<file path="config.mk">
export PLATFORM = sky130hd
export DESIGN_NAME = match_index_serializer_flat
export DESIGN_NICKNAME = d
export VERILOG_FILES = /design/src/rtl/match_index_serializer_if.sv /design/src/rtl/match_index_serializer.sv /design/src/flat_wrapper.sv
export SDC_FILE = /design/constraint.sdc
export NUM_CORES = 1
export LEC_CHECK = 0
export BUFFER_PORTS_ARGS = -buffer_cell sky130_fd_sc_hd__buf_2
export CAP_MARGIN = 20
export CORE_MARGIN = 5
export CORE_UTILIZATION = 49
export DETAILED_ROUTE_END_ITERATION = 6
export GPL_TIMING_DRIVEN = 0
export PLACE_DENSITY = 0.72
export SYNTH_ARGS = -nofsm -noshare
export SYNTH_HDL_FRONTEND = slang
export SYNTH_SLANG_ARGS = --single-unit
</file>
<file path="constraint.sdc">
create_clock -name clk -period 1.7 [get_ports clk]
set_input_delay 0.085 -clock clk [delete_from_list [all_inputs] [get_ports clk]]
set_output_delay 0.085 -clock clk [all_outputs]
set_load 0.05 [all_outputs]
</file>
<file path="src/rtl/match_index_serializer_if.sv">
// Mask-in / index-out handshake bundle for match_index_serializer.
// match_cnt is present only when MATCH_INDEX_SERIALIZER_COUNT_EN is defined.
interface match_index_serializer_if #(
  parameter int SIZE = 8
);
  localparam int IDXW = $clog2(SIZE);

  logic            mask_valid;
  logic            mask_ready;
  logic [SIZE-1:0] mask;
  logic            idx_valid;
  logic            idx_ready;
  logic [IDXW-1:0] idx;
  logic            idx_last;
  logic            none_pulse;
`ifdef MATCH_INDEX_SERIALIZER_COUNT_EN
  logic [IDXW:0]   match_cnt;
`endif

  // Upstream/downstream environment side.
  modport master (
    output mask_valid, mask, idx_ready,
    input  mask_ready, idx_valid, idx, idx_last, none_pulse
`ifdef MATCH_INDEX_SERIALIZER_COUNT_EN
    , input match_cnt
`endif
  );

  // Serializer side.
  modport slave (
    input  mask_valid, mask, idx_ready,
    output mask_ready, idx_valid, idx, idx_last, none_pulse
`ifdef MATCH_INDEX_SERIALIZER_COUNT_EN
    , output match_cnt
`endif
  );
endinterface

</file>
<file path="src/rtl/match_index_serializer.sv">
// Turns one SIZE-bit match mask into a lowest-first stream of set-bit indices.
// Optional popcount output enabled by MATCH_INDEX_SERIALIZER_COUNT_EN.
module match_index_serializer #(
  parameter int SIZE = 8
) (
  input  logic                   clk,
  input  logic                   rst_n,
  match_index_serializer_if.slave bus
);
  localparam int IDXW = $clog2(SIZE);

  typedef enum logic {IDLE, EMIT} state_t;

  state_t          state;
  state_t          state_nxt;
  logic [SIZE-1:0] pend;
  logic            accept;
  logic            beat;
  logic            none_pulse_q;

  function automatic logic [IDXW-1:0] lowest_set(input logic [SIZE-1:0] v);
    lowest_set = '0;
    for (int i = SIZE - 1; i >= 0; i--) begin
      if (v[i]) lowest_set = IDXW'(i);
    end
  endfunction

  function automatic logic single_bit(input logic [SIZE-1:0] v);
    return (v != '0) && ((v & (v - SIZE'(1))) == '0);
  endfunction

  function automatic logic [IDXW:0] pop_count(input logic [SIZE-1:0] v);
    pop_count = '0;
    for (int i = 0; i < SIZE; i++) begin
      pop_count = pop_count + {{IDXW{1'b0}}, v[i]};
    end
  endfunction

  assign accept = (state == IDLE) && bus.mask_valid;
  assign beat   = (state == EMIT) && bus.idx_ready;

  always_ff @(posedge clk or negedge rst_n) begin
    if (!rst_n) state <= IDLE;
    else        state <= state_nxt;
  end

  always_comb begin
    state_nxt = state;
    unique case (state)
      IDLE: if (accept && (bus.mask != '0)) state_nxt = EMIT;
      EMIT: if (beat && single_bit(pend))   state_nxt = IDLE;
      default: state_nxt = IDLE;
    endcase
  end

  always_comb begin
    bus.mask_ready = (state == IDLE);
    bus.idx_valid  = (state == EMIT);
    bus.idx        = (state == EMIT) ? lowest_set(pend) : '0;
    bus.idx_last   = (state == EMIT) && single_bit(pend);
    bus.none_pulse = none_pulse_q;
  end

  // Clearing the lowest set bit retires exactly the index being presented.
  always_ff @(posedge clk or negedge rst_n) begin
    if (!rst_n) begin
      pend         <= '0;
      none_pulse_q <= 1'b0;
    end else begin
      none_pulse_q <= accept && (bus.mask == '0);
      if (accept)    pend <= bus.mask;
      else if (beat) pend <= pend & (pend - SIZE'(1));
    end
  end

`ifdef MATCH_INDEX_SERIALIZER_COUNT_EN
  logic [IDXW:0] match_cnt_q;

  always_ff @(posedge clk or negedge rst_n) begin
    if (!rst_n)      match_cnt_q <= '0;
    else if (accept) match_cnt_q <= pop_count(bus.mask);
  end

  assign bus.match_cnt = match_cnt_q;
`endif

endmodule

</file>
<file path="src/flat_wrapper.sv">
// flat-port wrapper written by rule: the top's interface ports become plain ports
module match_index_serializer_flat 
#(
  parameter int SIZE = 8
)
  (clk, rst_n, bus_mask_valid, bus_mask, bus_idx_ready, bus_mask_ready, bus_idx_valid, bus_idx, bus_idx_last, bus_none_pulse);
  match_index_serializer_if #(.SIZE(SIZE)) bus_i ();
  input  logic clk;
  input  logic rst_n;
  input wire logic [$bits(bus_i.mask_valid)-1:0] bus_mask_valid;
  input wire logic [$bits(bus_i.mask)-1:0] bus_mask;
  input wire logic [$bits(bus_i.idx_ready)-1:0] bus_idx_ready;
  output wire logic [$bits(bus_i.mask_ready)-1:0] bus_mask_ready;
  output wire logic [$bits(bus_i.idx_valid)-1:0] bus_idx_valid;
  output wire logic [$bits(bus_i.idx)-1:0] bus_idx;
  output wire logic [$bits(bus_i.idx_last)-1:0] bus_idx_last;
  output wire logic [$bits(bus_i.none_pulse)-1:0] bus_none_pulse;
  assign bus_i.mask_valid = bus_mask_valid;
  assign bus_i.mask = bus_mask;
  assign bus_i.idx_ready = bus_idx_ready;
  assign bus_mask_ready = bus_i.mask_ready;
  assign bus_idx_valid = bus_i.idx_valid;
  assign bus_idx = bus_i.idx;
  assign bus_idx_last = bus_i.idx_last;
  assign bus_none_pulse = bus_i.none_pulse;
  match_index_serializer #(.SIZE(SIZE)) u_core (.clk(clk), .rst_n(rst_n), .bus(bus_i));
endmodule
</file>
# [Word-level counts from Yosys, hierarchy flattened]
# Index checks and enable logic that the tools add are counted.
[word_totals] input_bits=12 elab_cells=32 output_inout_bits=7 ff_bits=10
[op_classes] add_sub_neg=1 mux=14 reduce_logical=12 bitwise_logic=2
[op_table] op="$mux 3" count=9
[op_table] op="$logic_not 8->1" count=2
[op_table] op="$mux 8" count=2
[op_table] op="$reduce_bool 8->1" count=2
[op_table] op="$and 8x8->8" count=1
[op_table] op="$sub 8x1->8 const B" count=1
[op_table] op="$logic_and 1x1->1" count=7
[op_table] op="$mux 1" count=2
[op_table] op="$pmux 1 s2" count=1
[op_table] op="$reduce_bool 2->1" count=1
[op_table] op="$not 1->1" count=1

# [Depth between registers and ports, before layout]
[logic_depth] depth_word=9 mapped_depth=6 depth_no_buf=5

# [Worst setup path before layout]
# Ideal clock, no wire load.
[synth_path] kind="register to output" startpoint="register u_core.state (netlist: u_core.bus.idx_valid)" endpoint="output port bus_idx[2]" stages_incl_launch_ff=5 setup_slack_ns=-1.244 arrival_time_ns=2.859 t_required_ns=1.615 path_buffers=1 path_cell_list="dfrtp_1 buf_2 inv_2 or3_1 nor4_1"
[synth_via] elab_chain_cells=1
[synth_lines] item="start, declared" line="match_index_serializer.sv:14" source="state_t state;"
[synth_lines] item="start signal, assigned" line="match_index_serializer.sv:44" source="else state <= state_nxt;"
[synth_lines] item="$mux 3" line="match_index_serializer.sv:59" source="bus.idx = (state == EMIT) ? lowest_set(pend) : '0;"
[synth_lines] item="end, declared" line="flat_wrapper.sv:15" source="output wire logic [$bits(bus_i.idx)-1:0] bus_idx;"
# Every way passes these cells.

# [Worst setup path in the final report]
[layout_path] startpoint="register u_core.pend[7]" endpoint="output port bus_idx_last"
[layout_via] elab_chain_cells=5 elab_cells_between_ends=6 cone_classes="add/sub: 1; bitwise: 1; reduce/logical: 4"
[layout_lines] item="start, declared" line="match_index_serializer.sv:16" source="logic [SIZE-1:0] pend;"
[layout_lines] item="start signal, assigned" line="match_index_serializer.sv:71" source="if (accept) pend <= bus.mask;"
[layout_lines] item="start signal, assigned" line="match_index_serializer.sv:72" source="else if (beat) pend <= pend & (pend - SIZE'(1));"
[layout_lines] item="$sub 8x1->8" line="match_index_serializer.sv:29" source="return (v != '0) && ((v & (v - SIZE'(1))) == '0);"
[layout_lines] item="$and 8x8->8" line="match_index_serializer.sv:29"
[layout_lines] item="$logic_not 8->1" line="match_index_serializer.sv:29"
[layout_lines] item="$logic_and 1x1->1 (*)" line="match_index_serializer.sv:29"
[layout_lines] item="$logic_and 1x1->1 (*)" line="match_index_serializer.sv:60" source="bus.idx_last = (state == EMIT) && single_bit(pend);"
[layout_lines] item="end, declared" line="flat_wrapper.sv:16" source="output wire logic [$bits(bus_i.idx_last)-1:0] bus_idx_last;"
# Every way passes the cells marked *; elsewhere a longest branch is shown, timed or not.

==> out/qor.csv <==
stage;metric;value;unit
timing;drv_slew;0;
global_route;grt_max_degree;11;
global_route;antenna_found_initial;0;
timing;hold_violations;0;
global_route;grt_util_all_layers;0.181;
place;gp_congestion;0.752;
synth;async_flop_share;1.00;
synth;synthTopCellsByCount;11 x nand2_1, 10 x dfrtp_1, 10 x o21ai_0;
floorplan;dieArea;2160;um2
timing;setup_violations;1;
final_layout;stdcell_count;118;
routing;wl_per_cell;14.0;um
synth;yosysTopAreaCell;dfrtp_1;
critical_path;critPathMaxFanout;5;
routing;drtIter0Drc;17;
place;portBuffers;18;
floorplan;io_pins;19;
outcome;outcome;complete, but fails checks;
clocking;cts_buffer_depth;2;
critical_path;cpPeakStageDelay;440;ps
synth;synth_nets;88;
critical_path;worstPathRequired;1620;ps
final_layout;diodes;0;
synth;synth_edf_count;0;
floorplan;core;1280;um2
pwr;vdd_drop_max;1.14;mV
timing;tns;-200;ps
routing;vias;684;
synth;syn_area_per_cell;8.56;um2
outcome;violations;setup timing;
clocking;cts_tree;yes;
floorplan;die_h;46.4;um
synth;synth_seq_cells;10;
critical_path;crit_slowest_cell;dfrtp_2;
clocking;cts_root_buffer;clkbuf_4;
final_layout;drive_above_1_share;0.456;
clocking;clk_latency;250;ps
critical_path;cp-start-kind;flip-flop;
synth;synthCells;76;
critical_path;cp_data_arrival_time;1820;ps
synth;synth-seq-area-share;0.385;
synth;ys_top_cells_by_area;dfrtp_1 38%, o21ai_0 7.7%, nand2_1 6.3%;
place;dpl-instance-area;803;um2
final_layout;nets;116;
pwr;power_density;2390;nW/um2
clocking;cts.sinks;10;
critical_path;critical_path.cell_chain;nor4_4 > nand4b_1 > and4_4 > nand2_2 > and2_4 > buf_8;
pwr;p_leak;0.410;nW
global_route;grt_pass1_wl;2760;um
routing;dr.pass1.iters;4;
critical_path;crit_type;flip-flop to output pin;
run;cap_viol_max_count;0;
timing;slew_headroom;0.754;
timing;hold-worst-slack;54.3;ps
timing;worstMarginPinSlew;369;ps
floorplan;start_util;0.506;
routing;ant_nets;0;
timing;rsz0062_at_grt;true;
clocking;cts_made_buffers;3;
synth;syn-cell-area;651;um2
place;preCtsSetupSlack;-111;ps
floorplan;rows;13;
timing;post-route-min-period;1900;ps
timing;finalCritPeriodShare;1.12;
routing;finalWirelength;1660;um
global_route;grt_pass1_vias;615;
final_layout;fillers;99;
synth;ys_warn_count;0;
place;place_inst;109;
routing;drc;0;
final_layout;postLayoutCellArea;911;um2
critical_path;critPathCaptureType;output pin;
clocking;htreeDepth;1;
place;hpwl;1200;um
synth;synth_cell_types;32;
floorplan;die_x;46.4;um
timing;fmax;0.526;GHz
routing;vias_per_cell;5.80;
synth;synth-main-ff-cell;dfrtp_1;
synth;synth.most_common_cell;nand2_1;
timing;fin_ws;-200;ps
final_layout;area.growth.synth_to_final;40.0;%
timing;finalClockSkew;2.14;ps
global_route;grt.overflow.total;0;
synth;synth_top_area_frac;0.385;
worst_hold_path;hold_path.class;primary input to flip-flop;
clocking;cts.clk_slew.worst_paths;60;ps
==> sequential cells by signal (all words and copies together) (netlist names) <==
name and cells:
u_core.bus.idx_valid 1, u_core.pend 8, u_core.bus.none_pulse 1
==> layout by cell type (no fill, tap or decap), types with 3 or more instances in the layout <==
cell type / netlist / final
dfrtp_2: 0 / 6
a21oi_1: 4 / 3
buf_4: 0 / 7
clkbuf_4: 0 / 4
inv_1: 3 / 3
nand4b_1: 3 / 3
buf_2: 3 / 14
dfrtp_1: 10 / 4
buf_6: 1 / 3
nand2_1: 11 / 10
o21ai_0: 10 / 10
==> critical path: cells and delay by family (launching register included) <==
family | cells | cell delay, ps
flip-flops | 1 | 440
AND/OR/NAND/NOR | 5 | 990
buffers and inverters | 1 | 140
==> cell families after synthesis <==
group,after synthesis,share of synthesized area
AO/OA/AOI/OAI,22,0.202
XOR/XNOR,1,0.0135
buffers and inverters,9,0.0692
flip-flops,10,0.385
multiplexers,1,0.0154
AND/OR/NAND/NOR,33,0.315
==> per-stage QoR <==
stage	power (W)	utilization
2_1_floorplan	0.00145	-
3_3_place_gp	0.00167	0.625
3_5_place_dp	0.00169	0.625
4_1_cts	0.00211	0.695
5_1_grt	0.00233	0.709
6_report	0.00218	0.709
==> repair_timing <==
| action | 4_1_cts | 5_1_grt |
|---|---|---|
| hold endpoints to repair | 10 | 0 |
| hold buffers | 1 | 0 |
| resized for setup | 9 | 9 |
| cloned | 0 | 0 |
| pin swaps | 5 | 5 |
| setup buffers | 4 | 3 |
| endpoints found under the setup margin | 2 | 11 |
==> area by class of cell <==
cell class / count / area, um2 / area share
Clock buffer: 4 / 26.3 / 0.0288
Sequential cell: 10 / 258 / 0.283
Timing Repair Buffer: 25 / 166 / 0.183
Multi-Input combinational cell: 57 / 392 / 0.430
Inverter: 4 / 22.5 / 0.0247
Buffer: 3 / 27.5 / 0.0302
Tap cell: 15 / 18.8 / 0.0206
==> final timing paths <==
check	startpoint	endpoint	slack [ps]	depth (start not counted)
setup reg to reg	u_core.pend[7]	u_core.bus.idx_valid	130	6
hold reg to reg	u_core.pend[1]	u_core.pend[1]	590	1
setup / recovery	u_core.pend[7]	bus_idx_last	-200	6
min in group asynchronous	rst_n	u_core.pend[2]	220	2
max in group asynchronous	rst_n	u_core.pend[6]	1280	2
hold / removal	bus_mask[4]	u_core.pend[4]	50	3
==> power by group <==
part / total (W) / internal, W / leakage, nW / switching (W)
Combinational: 0.00156 / 0.000681 / 0.272 / 0.000883
Clock: 0.000160 / 0.0000901 / 0.0150 / 0.0000696
Sequential: 0.000456 / 0.000323 / 0.123 / 0.000133
Total: 0.00218 / 0.00109 / 0.410 / 0.00109
==> layer usage <==
layer / GRT usage / up-vias / wire length, um
met3: 0.0234 / 2 / 108
met4: 0.0682 / 0 / 13
met5: 0 / - / 0
li1: - / 338 / -
met2: 0.294 / 22 / 830
met1: 0.241 / 322 / 703
(Power assumes the default switching activity.)
